$ cat src/rtl/mips_boot_loader_pkg.sv
// Shared definitions for the MIPS boot loader: FSM state encoding,
// stream word size and the default memory address width.
package mips_boot_loader_pkg;

  typedef enum logic [2:0] {
    S_IDLE     = 3'd0,
    S_HDR_ADDR = 3'd1,
    S_HDR_CNT  = 3'd2,
    S_LOAD     = 3'd3,
    S_CHECK    = 3'd4,
    S_DONE     = 3'd5,
    S_ERR      = 3'd6
  } state_t;

  // Header fields and payload words share the same 4-byte framing.
  localparam int WORD_BYTES = 4;
  localparam int ADDR_W_DEF = 10;

endpackage

$ cat src/rtl/mips_boot_loader_packer.sv
// Byte-to-word packer: collects big-endian bytes into 32-bit words.
// word_valid/word are combinational and present in the cycle the 4th byte
// of a word is accepted, so the loader can register the write directly.
module mips_boot_loader_packer
  import mips_boot_loader_pkg::*;
(
  input  logic        clk1,
  input  logic        reset,
  input  logic        clear,
  input  logic        accept,
  input  logic [7:0]  in_byte,
  output logic        word_valid,
  output logic [31:0] word
);

  logic [1:0]  cnt;
  logic [23:0] shift;

  // Byte counter and shift register; start discards any partial word.
  always_ff @(posedge clk1 or posedge reset) begin
    if (reset) begin
      cnt   <= '0;
      shift <= '0;
    end else if (clear) begin
      cnt   <= '0;
      shift <= '0;
    end else if (accept) begin
      cnt   <= cnt + 2'd1;
      shift <= {shift[15:0], in_byte};
    end
  end

  assign word_valid = accept && (cnt == 2'(WORD_BYTES - 1));
  assign word       = {shift, in_byte};

endmodule

$ cat src/rtl/mips_boot_loader.sv
// Byte-stream program loader for pipe_MIPS32. Frame:
//   ADDR (4 B) | COUNT (4 B) | COUNT words [| CHECKSUM (4 B)]
// The trailing checksum word exists only when BOOT_CHECKSUM_EN is defined.
//
// state      | meaning
// S_IDLE     | after reset, waiting for start
// S_HDR_ADDR | collecting the 4-byte load address
// S_HDR_CNT  | collecting the 4-byte word count
// S_LOAD     | collecting payload words, one memory write per word
// S_CHECK    | collecting and comparing the checksum word
// S_DONE     | image loaded, CPU released
// S_ERR      | session aborted (oversized count or checksum mismatch)
module mips_boot_loader
  import mips_boot_loader_pkg::*;
#(
  parameter int ADDR_W = ADDR_W_DEF
) (
  input  logic              clk1,
  input  logic              reset,
  input  logic              start,
  input  logic              in_valid,
  input  logic [7:0]        in_byte,
  output logic              in_ready,
  output logic              mem_we,
  output logic [ADDR_W-1:0] mem_addr,
  output logic [31:0]       mem_wdata,
  output logic              cpu_run,
  output logic [31:0]       cpu_pc_init,
  output logic              busy,
  output logic              err
);

  localparam logic [31:0] DEPTH = 32'(1) << ADDR_W;

  state_t            state, state_nx;
  logic [ADDR_W-1:0] base_addr;
  logic [ADDR_W-1:0] addr_ptr;
  logic [ADDR_W:0]   remaining;
  logic              accept;
  logic              start_ok;
  logic              word_valid;
  logic [31:0]       word;
`ifdef BOOT_CHECKSUM_EN
  logic [31:0]       sum;
`endif

  assign busy     = (state inside {S_HDR_ADDR, S_HDR_CNT, S_LOAD, S_CHECK});
  // The drain cycle after the last word (remaining==0 in LOAD) takes no byte.
  assign in_ready = busy && !(state == S_LOAD && remaining == '0);
  assign accept   = in_valid && in_ready;
  assign start_ok = start && (state inside {S_IDLE, S_DONE, S_ERR});

  mips_boot_loader_packer u_packer (
    .clk1       (clk1),
    .reset      (reset),
    .clear      (start_ok),
    .accept     (accept),
    .in_byte    (in_byte),
    .word_valid (word_valid),
    .word       (word)
  );

  // State register.
  always_ff @(posedge clk1 or posedge reset) begin
    if (reset) state <= S_IDLE;
    else       state <= state_nx;
  end

  // Next-state decode.
  always_comb begin
    state_nx = state;
    case (state)
      S_IDLE, S_DONE, S_ERR: if (start_ok) state_nx = S_HDR_ADDR;
      S_HDR_ADDR: if (word_valid) state_nx = S_HDR_CNT;
      S_HDR_CNT: begin
        if (word_valid) begin
          if (word > DEPTH)      state_nx = S_ERR;
`ifdef BOOT_CHECKSUM_EN
          else if (word == '0)   state_nx = S_CHECK;
`else
          else if (word == '0)   state_nx = S_DONE;
`endif
          else                   state_nx = S_LOAD;
        end
      end
`ifdef BOOT_CHECKSUM_EN
      S_LOAD: if (word_valid && remaining == (ADDR_W+1)'(1)) state_nx = S_CHECK;
      S_CHECK: begin
        if (word_valid) state_nx = (word == sum) ? S_DONE : S_ERR;
      end
`else
      // Leave LOAD only once the last write strobe is on the port.
      S_LOAD: if (remaining == '0) state_nx = S_DONE;
`endif
      default: state_nx = S_IDLE;
    endcase
  end

  // Header capture, write port, word counter and status outputs.
  always_ff @(posedge clk1 or posedge reset) begin
    if (reset) begin
      base_addr   <= '0;
      addr_ptr    <= '0;
      remaining   <= '0;
      mem_we      <= 1'b0;
      mem_addr    <= '0;
      mem_wdata   <= '0;
      cpu_run     <= 1'b0;
      cpu_pc_init <= '0;
      err         <= 1'b0;
`ifdef BOOT_CHECKSUM_EN
      sum         <= '0;
`endif
    end else begin
      mem_we <= 1'b0;
      if (start_ok) begin
        cpu_run <= 1'b0;
        err     <= 1'b0;
      end
      if (state == S_HDR_ADDR && word_valid) begin
        base_addr <= word[ADDR_W-1:0];
        addr_ptr  <= word[ADDR_W-1:0];
      end
      if (state == S_HDR_CNT && word_valid) begin
        remaining <= word[ADDR_W:0];
`ifdef BOOT_CHECKSUM_EN
        sum       <= '0;
`endif
      end
      if (state == S_LOAD && word_valid) begin
        mem_we    <= 1'b1;
        mem_addr  <= addr_ptr;
        mem_wdata <= word;
        addr_ptr  <= addr_ptr + 1'b1;
        remaining <= remaining - 1'b1;
`ifdef BOOT_CHECKSUM_EN
        sum       <= sum + word;
`endif
      end
      if (state_nx == S_DONE && state != S_DONE) begin
        cpu_run     <= 1'b1;
        cpu_pc_init <= 32'(base_addr);
      end
      if (state_nx == S_ERR && state != S_ERR) err <= 1'b1;
    end
  end

endmodule
$ cat config.mk
export PLATFORM = sky130hd
export DESIGN_NAME = mips_boot_loader
export DESIGN_NICKNAME = d
export VERILOG_FILES = /design/src/rtl/mips_boot_loader_pkg.sv /design/src/rtl/mips_boot_loader_packer.sv /design/src/rtl/mips_boot_loader.sv
export SDC_FILE = /design/constraint.sdc
export NUM_CORES = 1
export LEC_CHECK = 0
export ABC_AREA = 1
export BUFFER_PORTS_ARGS = -buffer_cell sky130_fd_sc_hd__clkbuf_2
export CAP_MARGIN = 0
export CORE_ASPECT_RATIO = 1.2
export CORE_UTILIZATION = 25
export CTS_CLUSTER_DIAMETER = 60
export DETAILED_ROUTE_END_ITERATION = 12
export PLACE_DENSITY_LB_ADDON = 0.15
export SYNTH_ARGS = -nofsm -noshare
export SYNTH_HDL_FRONTEND = slang
export SYNTH_HIERARCHICAL = 1
export SYNTH_SLANG_ARGS = --single-unit
$ cat constraint.sdc
create_clock -name clk1 -period 2.6 [get_ports clk1]
set_clock_uncertainty 0.15 [all_clocks]
set_input_delay 0.13 -clock clk1 [delete_from_list [all_inputs] [get_ports clk1]]
set_output_delay 0.13 -clock clk1 [all_outputs]
set_load 0.02 [all_outputs]
Word level (Yosys, flattened, before mapping):

Cells that the tools add are included.
Widths: inputs -> output; s select.

* register bits: 115
* input port bits: 12
* logic and storage cells: 68

* add/subtract/negate cells: 3
* order comparisons: 1
* equal/unequal tests: 11
* multiplexer cells: 19
* reduce and logical (&&, ||, !) cells: 22

Operators with widths (number)
* $mux 24: 2
* $gt 32x11->1 const B: 1
* $logic_not 32->1: 1
* $mux 11: 2
* $mux 10: 2
* $mux 3: 6
* $eq 3x3->1 const B: 5
* $pmux 3 s4: 1
* $logic_not 11->1: 1
* $sub 11x1->11 const B: 1
* $add 10x1->10 const B: 1
* $logic_and 1x1->1: 10
* $reduce_bool 2->1: 5
* $eq 3x2->1 const B: 2
* $ne 3x3->1 const B: 2
* $mux 1: 4
* $mux 2: 2
* $reduce_bool 4->1: 1
* $eq 3x1->1 const B: 1
* $logic_not 3->1: 1
* $reduce_bool 3->1: 1
* $reduce_or 3->1: 1
* $add 2x1->2 const B: 1
* $eq 2x2->1 const B: 1
* $logic_not 1->1: 1

Depth between registers and ports, before layout:

Gate-level depths: netlist of run 1.

* depth after elaboration: 11
* mapped depth: 19
* mapped depth without buffers: 17

Modules after synthesis:

The synthesis of run 1 kept the hierarchy.

Modules (own cells, without submodules)
* mips_boot_loader: times used 1, cells an instance 523, area an instance 4354.2 um^2, seq. area each 2227.1 um^2
* mips_boot_loader_packer: times used 1, cells an instance 126, area an instance 1132.3 um^2, seq. area each 650.6 um^2

Least setup slack after synthesis of run 1:

No wires, ideal clock.

* kind: reg2reg
* start: register state[0]
* end: register addr_ptr[6]
* library setup time: 0.125 ns
* arrival: 2.718 ns
* data required time: 2.325 ns
* path slack: -0.393 ns
* cell stages (with the launch flop): 18
* buffers on the path: 4
* path through: dfrtp_1 -> buf_6 -> inv_4 -> nand2_1 -> xor2_1 -> o21ai_0 -> nor2_1 -> buf_6 -> buf_2 -> nand2_1 -> inv_1 -> inv_1 -> nor2_8 -> nand2_4 -> buf_6 -> nand2_1 -> o21ai_1 -> mux2_2

* elaborated cells on any way between the ends: 14
* classes of those cells: 4 x eq/ne; 1 x mux; 9 x reduce/logical

RTL lines
* from (decl): line mips_boot_loader.sv:35 `state_t state, state_nx;`
* from (signal assigned): line mips_boot_loader.sv:66 `else state <= state_nx;`
* $eq 3x1->1, or another cell as far along: line mips_boot_loader.sv:47 `assign busy = (state inside {S_HDR_ADDR, S_HDR_CNT, S_LOAD, S_CHECK});`
* $reduce_bool 4->1 *: line mips_boot_loader.sv:47
* via busy: line mips_boot_loader.sv:29 `output logic busy,`
* $logic_and 1x1->1 *: line mips_boot_loader.sv:49 `assign in_ready = busy && !(state == S_LOAD && remaining == '0);`
* $logic_and 1x1->1 *: line mips_boot_loader.sv:50 `assign accept = in_valid && in_ready;`
* via accept: line mips_boot_loader.sv:39 `logic accept;`
* $logic_and 1x1->1 *: line mips_boot_loader_packer.sv:33 `assign word_valid = accept && (cnt == 2'(WORD_BYTES - 1));`
* via word_valid: line mips_boot_loader.sv:41 `logic word_valid;`
* $logic_and 1x1->1, on equally long branches: line mips_boot_loader.sv:130, mips_boot_loader.sv:120
* $mux 10 or $reduce_bool 2->1 (tied branches)
* to (signal assigned): line mips_boot_loader.sv:122 `addr_ptr <= word[ADDR_W-1:0];`
* to (signal assigned): line mips_boot_loader.sv:134 `addr_ptr <= addr_ptr + 1'b1;`
* to (decl): line mips_boot_loader.sv:37 `logic [ADDR_W-1:0] addr_ptr;`

The timed path passes the listed nets; every way through them passes the cells marked *.
A chain may end at the register's enable or synchronous reset.

Final worst setup path of run 1:

* start: register remaining[0]
* end: register remaining[8]

* longest elaborated chain between the ends: 8
* elaborated cells on any way between the ends: 11
* classes of those cells: 1 x add/sub; 1 x mux; 9 x reduce/logical

RTL lines
* from (decl): line mips_boot_loader.sv:38 `logic [ADDR_W:0] remaining;`
* from (signal assigned): line mips_boot_loader.sv:125 `remaining <= word[ADDR_W:0];`
* from (signal assigned): line mips_boot_loader.sv:135 `remaining <= remaining - 1'b1;`
* $logic_not 11->1 *: line mips_boot_loader.sv:49
* $logic_and 1x1->1 *: line mips_boot_loader.sv:49
* $logic_not 1->1 *: line mips_boot_loader.sv:49
* $logic_and 1x1->1 *: line mips_boot_loader.sv:49
* $logic_and 1x1->1 *: line mips_boot_loader.sv:50
* via accept: line mips_boot_loader.sv:39
* $logic_and 1x1->1 *: line mips_boot_loader_packer.sv:33
* via word_valid: line mips_boot_loader.sv:41
* $logic_and 1x1->1, on equally long branches: line mips_boot_loader.sv:130, mips_boot_loader.sv:124
* $mux 11 or $reduce_bool 2->1 (tied branches)

Marks and branches as above.

==> impl_metrics.json, run 1 <==
{
  "setup_viol": 0,
  "vias_per_cell": 4.43,
  "diodes": 0,
  "grt_usage_pct": 14.7,
  "ys_warn_count": 6,
  "fillers": 2290,
  "firstDrtPassIters": 4,
  "dieHeight_um": 164,
  "numPortBuffers": 68,
  "grt_pass1_vias": 4614,
  "combPwrFrac_pct": 32.8,
  "r2r_start": "remaining[0]$_DFFE_PP0P_",
  "yosysUniqueCellTypes": 40,
  "antenna_found_initial": 0,
  "worstMarginPinSlew_ns": 0.509,
  "cap_violations": 0,
  "h-tree-depth": 4,
  "cts_root_buffer": "clkbuf_16",
  "final_nets": 758,
  "placed_area_mm2": 0.00610,
  "pin_count": 91,
  "hp-class": "in2async",
  "drc": 0,
  "grt_max_degree": 90,
  "mostFrequentLayoutCells": "211 x nand2_1, 114 x dfrtp_1, 68 x clkbuf_2, 49 x inv_1, 44 x nand3_1",
  "cts_buffer_depth": 2,
  "synth_top_flop_cell": "dfrtp_1",
  "synth_edf_count": 0,
  "reg2reg_slack_ns": 0.15,
  "arrival_ns": 2.59,
  "fin_area_mm2": 0.00690,
  "layout_commonest_cell": "nand2_1",
  "routedWlPerCell_um": 15.1,
  "slew-limit-headroom_pct": 66.1,
  "via_count": 4559,
  "synth.cell_area_mm2": 0.00549,
  "cts.sinks": 115,
  "fin_crit_sh_pct": 94.1,
  "reg2reg_depth": 17,
  "clk_latency_ns": 0.42,
  "numCtsBuffers": 17,
  "vdd_drop_max_v": 0.000508,
  "start_util_pct": 25.4,
  "p_total_mw": 7.90,
  "grt_pass1_wl_um": 25000,
  "path_max_fanout": 11,
  "drt-total-wl_um": 15600,
  "rsz0062_at_grt": "yes",
  "avgSynthCellArea_um2": 8.45,
  "power_density_mw_per_mm2": 1140,
  "clk_pin_slew_worst_paths_ns": 0.06,
  "final_max_slew_viol_count": 0,
  "drive_gt1_share_pct": 21.6,
  "crit_required_ns": 2.75,
  "die_x_um": 137,
  "leakagePower_nw": 3.59,
  "row_count": 59,
  "reg2reg_to": "remaining[8]$_DFFE_PP0P_",
  "cts_tree": "yes",
  "grt-ovfl-total": 0,
  "core_mm2": 0.0216,
  "status": "finished clean",
  "power_switching_mw": 3.06,
  "synthArstFlopShare_pct": 100,
  "dr.first_iter.drc_count": 265,
  "fmax_mhz": 409,
  "place.gp.congestion": 0.889,
  "clockPowerShare_pct": 29.0,
  "dp_hpwl_um": 10800,
  "hold_violations": 0,
  "seq_area_frac_synth_pct": 52.5,
  "p_int_mw": 4.84,
  "synth_seq_cells": 115,
  "power_frac_seq_pct": 38.2,
  "crit_type": "reg2reg",
  "dieArea_mm2": 0.0225,
  "ant_nets": 0,
  "netSwitchingFraction_pct": 38.7,
  "critPathCaptureType": "flip-flop",
  "syn2layout_area_growth_pct": 25.8,
  "min_period_ns": 2.45,
  "syn_inst": 649,
  "critPathLaunchType": "flip-flop",
  "fin_setup_tns_ns": 0
}
==> synthesized netlist by cell type (2+ instances only) <==
cell	n	area, um2
nand2_1	212	796
dfrtp_1	115	2880
inv_1	52	195
nand3_1	46	230
nor2_1	38	143
o21ai_0	38	190
buf_4	32	240
a21oi_1	16	80.1
nand4_1	16	100
buf_2	15	75.1
o211ai_1	9	67.6
buf_6	8	90.1
nand2_2	4	25.0
o21ai_1	4	20.0
a211oi_1	3	22.5
ha_1	3	37.5
inv_2	3	11.3
nor2_4	3	33.8
o22ai_1	3	18.8
a31oi_1	2	12.5
clkbuf_1	2	7.51
inv_4	2	12.5
nand2_4	2	22.5
nand3_2	2	20.0
nor2_2	2	12.5
xnor2_1	2	17.5
xor2_1	2	17.5
==> stage by stage <==
stage	setup WS (ns)	util [%]	hold WS, ns	instances
final	0.153	31.9	0.180	1030
after global routing	-0.0307	31.9	0.227	1030
after CTS	0.0114	31.4	0.186	1022
after detailed placement	-0.0423	28.2	0.0805	980
after global placement	0.0496	28.2	0.0709	980
after floorplan	0.00468	-	0.0200	670
==> worst max-delay path, cell delays in order, from the launching register on <==
cell     delay (ns)
dfrtp_1        0.39
inv_1          0.09
ha_2           0.20
nand3_2        0.11
nor2_4         0.15
nand3_2        0.09
o21ai_2        0.18
nor2_2         0.07
nand2_1        0.07
inv_2          0.06
inv_4          0.09
nor2_8         0.06
nand2_8        0.09
buf_12         0.14
nor3_2         0.05
nand3_1        0.08
a21oi_1        0.06
or2_1          0.21
==> area by class of cell <==
cell class	instances	area [um2]	share of cell area (%)
tap	274	343	4.97
clock buffer	22	464	6.73
timing repair buffer	109	727	10.5
inverter	58	243	3.52
sequential	115	2880	41.7
multi-input combinational	441	2130	30.8
timing repair inverter	1	8.76	0.127
clock inverter	10	108	1.56
==> cell families after synthesis <==
logic type | count (synthesis) | synth area share, %
adders and majority gates | 3 | 0.684
muxes | 1 | 0.205
xor gates and xnor gates | 4 | 0.639
and+or+nand+nor | 330 | 26.1
DFF | 115 | 52.5
buffers and inverters | 115 | 11.6
AOI/OAI and AO/OA | 80 | 8.28
other | 1 | 0.0683
==> registers in the layout, summed over array words and instances (netlist names) <==
signal / flops
mem_wdata: 32
u_packer/shift: 24
remaining: 11
addr_ptr: 10
base_addr: 10
cpu_pc_init: 10
mem_addr: 10
state: 3
u_packer/cnt: 2
cpu_run: 1
err: 1
mem_we: 1
==> layer usage <==
metal / part of all wire, % / vias up / track usage [%]
met5: 0 / - / 0
li1: - / 2223 / -
met1: 46 / 2211 / 19.2
met3: 3.3 / 14 / 3.64
met4: 1.4 / 0 / 4.90
met2: 50 / 111 / 23.7
==> worst max path at each step <==
| stage | startpoint | to | slack, ns | cells past startpoint |
|---|---|---|---|---|
| floorplan | remaining[0]$_DFFE_PP0P_ | addr_ptr[6]$_DFFE_PP0P_ | 0.005 | 17 |
| global placement | remaining[0]$_DFFE_PP0P_ | addr_ptr[9]$_DFFE_PP0P_ | 0.05 | 17 |
| detailed placement | remaining[0]$_DFFE_PP0P_ | addr_ptr[9]$_DFFE_PP0P_ | -0.04 | 17 |
| CTS | remaining[0]$_DFFE_PP0P_ | remaining[8]$_DFFE_PP0P_ | 0.01 | 17 |
| global route | remaining[0]$_DFFE_PP0P_ | cpu_pc_init[4]$_DFFE_PP0P_ | -0.03 | 15 |
| finish | remaining[0]$_DFFE_PP0P_ | remaining[8]$_DFFE_PP0P_ | 0.15 | 17 |
==> power groups by stage <==
stage	clock, mW	sequential [mW]	combinational, mW
finish	2.29	3.02	2.59
global route	2.43	3.11	2.94
CTS	2.34	3.02	2.56
detailed placement	0	3.04	2.53
global placement	0	3.03	2.51
floorplan	0	3.19	1.54
==> repair_timing <==
| item | 4_1_cts | 5_1_grt |
|---|---|---|
| resized for setup | 3 | 11 |
| gates cloned | 0 | 3 |
| hold buffers | 10 | 0 |
| endpoints found under the setup margin | 6 | 39 |
| hold endpoints to repair | 142 | 0 |
| setup buffers | 0 | 5 |
| pin swaps | 0 | 3 |
(Power assumes the default switching activity.)
==> run 2: changes to the inputs <==
==> constraint.sdc (replaced) <==
create_clock -name clk1 -period 2.6 [get_ports clk1]
set_clock_uncertainty 0.15 [all_clocks]
set_input_delay 0.52 -clock clk1 [delete_from_list [all_inputs] [get_ports clk1]]
set_output_delay 0.52 -clock clk1 [all_outputs]
set_load 0.02 [all_outputs]
==> impl_metrics.json, run 2 (synthesis gave the netlist of run 1 again) <==
{
  "drt-total-wl_um": 15300,
  "largest_reg_flops": 32,
  "crit_cells": 9,
  "critPathCaptureType": "output port",
  "clk_pin_slew_worst_paths_ns": 0.06,
  "worstMarginPinSlew_ns": 0.521,
  "syn2layout_area_growth_pct": 25.3,
  "layout_commonest_cell": "nand2_1",
  "clk_latency_ns": 0.42,
  "numCtsBuffers": 17,
  "fin_crit_sh_pct": 96.2,
  "dieArea_mm2": 0.0225,
  "path_cells": "inv_2, ha_4, nand3_4, nor2_4, nand3_2, o21ai_2, buf_4, inv_1, buf_6",
  "p_total_mw": 8.04,
  "final_nets": 751,
  "grt_pass1_wl_um": 23900,
  "leakagePower_nw": 3.56,
  "slew-limit-headroom_pct": 65.3,
  "largest-register": "mem_wdata",
  "cts.sinks": 115,
  "arrival_ns": 1.83,
  "dieHeight_um": 164,
  "cap_violations": 0,
  "vias_per_cell": 4.43,
  "grt-ovfl-total": 0,
  "cts_tree": "yes",
  "rsz0062_at_grt": "no",
  "cts_root_buffer": "clkbuf_16",
  "core_mm2": 0.0216,
  "vdd_drop_max_v": 0.000477,
  "largest_registers": "mem_wdata x32, u_packer/shift x24, remaining x11",
  "grt_pass1_vias": 4498,
  "fmax_mhz": 400,
  "drc": 0,
  "firstDrtPassIters": 6,
  "dp_hpwl_um": 10700,
  "antenna_found_initial": 0,
  "hold_violations": 0,
  "status": "finished clean",
  "mostFrequentLayoutCells": "211 x nand2_1, 115 x dfrtp_1, 67 x clkbuf_2, 47 x inv_1, 44 x nand3_1",
  "cpLargestDelayFamily": "flip-flops",
  "grt_max_degree": 90,
  "critPathSlowestCell": "dfrtp_1",
  "crit_required_ns": 1.93,
  "diodes": 0,
  "grt_usage_pct": 14.1,
  "via_count": 4535,
  "max_stage_delay_ns": 0.40,
  "drive_gt1_share_pct": 22.8,
  "pin_count": 91,
  "reg2reg_depth": 14,
  "start_util_pct": 25.4,
  "crit_buf_inv": 4,
  "die_x_um": 137,
  "min_period_ns": 2.50,
  "cts_hold_buf": 0,
  "ant_nets": 0,
  "numPortBuffers": 68,
  "fillers": 2273,
  "setup_viol": 0,
  "crit_type": "reg2out",
  "path_max_fanout": 3,
  "routedWlPerCell_um": 14.9,
  "fin_area_mm2": 0.00687,
  "critPathLaunchType": "flip-flop",
  "cts_buffer_depth": 2,
  "final_max_slew_viol_count": 0,
  "place.gp.congestion": 0.844,
  "hp-class": "in2async",
  "row_count": 59,
  "placed_area_mm2": 0.00609,
  "dr.first_iter.drc_count": 293,
  "power_density_mw_per_mm2": 1170,
  "h-tree-depth": 4
}
## run 2: layout make-up
| type | instances | area (um2) | area share [%] |
|---|---|---|---|
| Clock buffer | 20 | 457 | 6.64 |
| Clock inverter | 12 | 156 | 2.28 |
| Inverter | 58 | 240 | 3.50 |
| Multi-Input combinational cell | 441 | 2160 | 31.4 |
| Sequential cell | 115 | 2880 | 41.9 |
| Tap cell | 274 | 343 | 4.99 |
| Timing Repair Buffer | 103 | 638 | 9.28 |
## run 2: worst min-delay path: stages
cell	delay (ns)
clkbuf_2	0.11
inv_1	0.05
buf_4	0.33
## run 2: final timing paths
check | from | to | slack [ns]
max | remaining[0]$_DFFE_PP0P_ | in_ready | 0.1
min | reset | u_packer/shift[6]$_DFFE_PP0P_ | 0.04
max reg2reg | state[1]$_DFF_PP0_ | remaining[8]$_DFFE_PP0P_ | 0.18
min reg2reg | cpu_pc_init[3]$_DFFE_PP0P_ | cpu_pc_init[3]$_DFFE_PP0P_ | 0.32
max in group asynchronous | reset | mem_wdata[28]$_DFFE_PP0P_ | 1.79
min in group clk1 | in_byte[1] | mem_wdata[1]$_DFFE_PP0P_ | 0.28
## run 2: routing by layer
layer  up-vias  GRT usage (%)  wire length [um]
met2       104           23.4              7690
met3        24           3.09               566
met1      2205           17.7              6740
li1       2202              -                 -
met5         -              0                 0
met4         0           5.64               290
## run 2: report_power, final
group	internal (mW)	switching (mW)	total (mW)	leakage (nW)
Clock	1.56	0.854	2.41	0.288
Sequential	2.47	0.561	3.03	1.49
Combinational	0.926	1.67	2.60	1.78
Total	4.95	3.09	8.04	3.56
## run 2: through the flow
step	util [%]	setup TNS, ns	instances	setup WS (ns)	hold WS, ns
6_report	31.8	0	1023	0.0994	0.0413
5_1_grt	31.8	0	1023	0.00219	0.0730
4_1_cts	31.2	0	1015	0.00182	0.0370
3_5_place_dp	28.2	-0.599	982	-0.0853	0.310
3_3_place_gp	28.2	0	982	0.00137	0.308
2_1_floorplan	-	-0.0330	670	-0.0330	0.292
## run 2: repair_timing
item | CTS | global route
setup buffers | 1 | 7
resized for setup | 6 | 17
pin swaps | 2 | 5
setup endpoints to repair | 20 | 42
cloned | 0 | 1
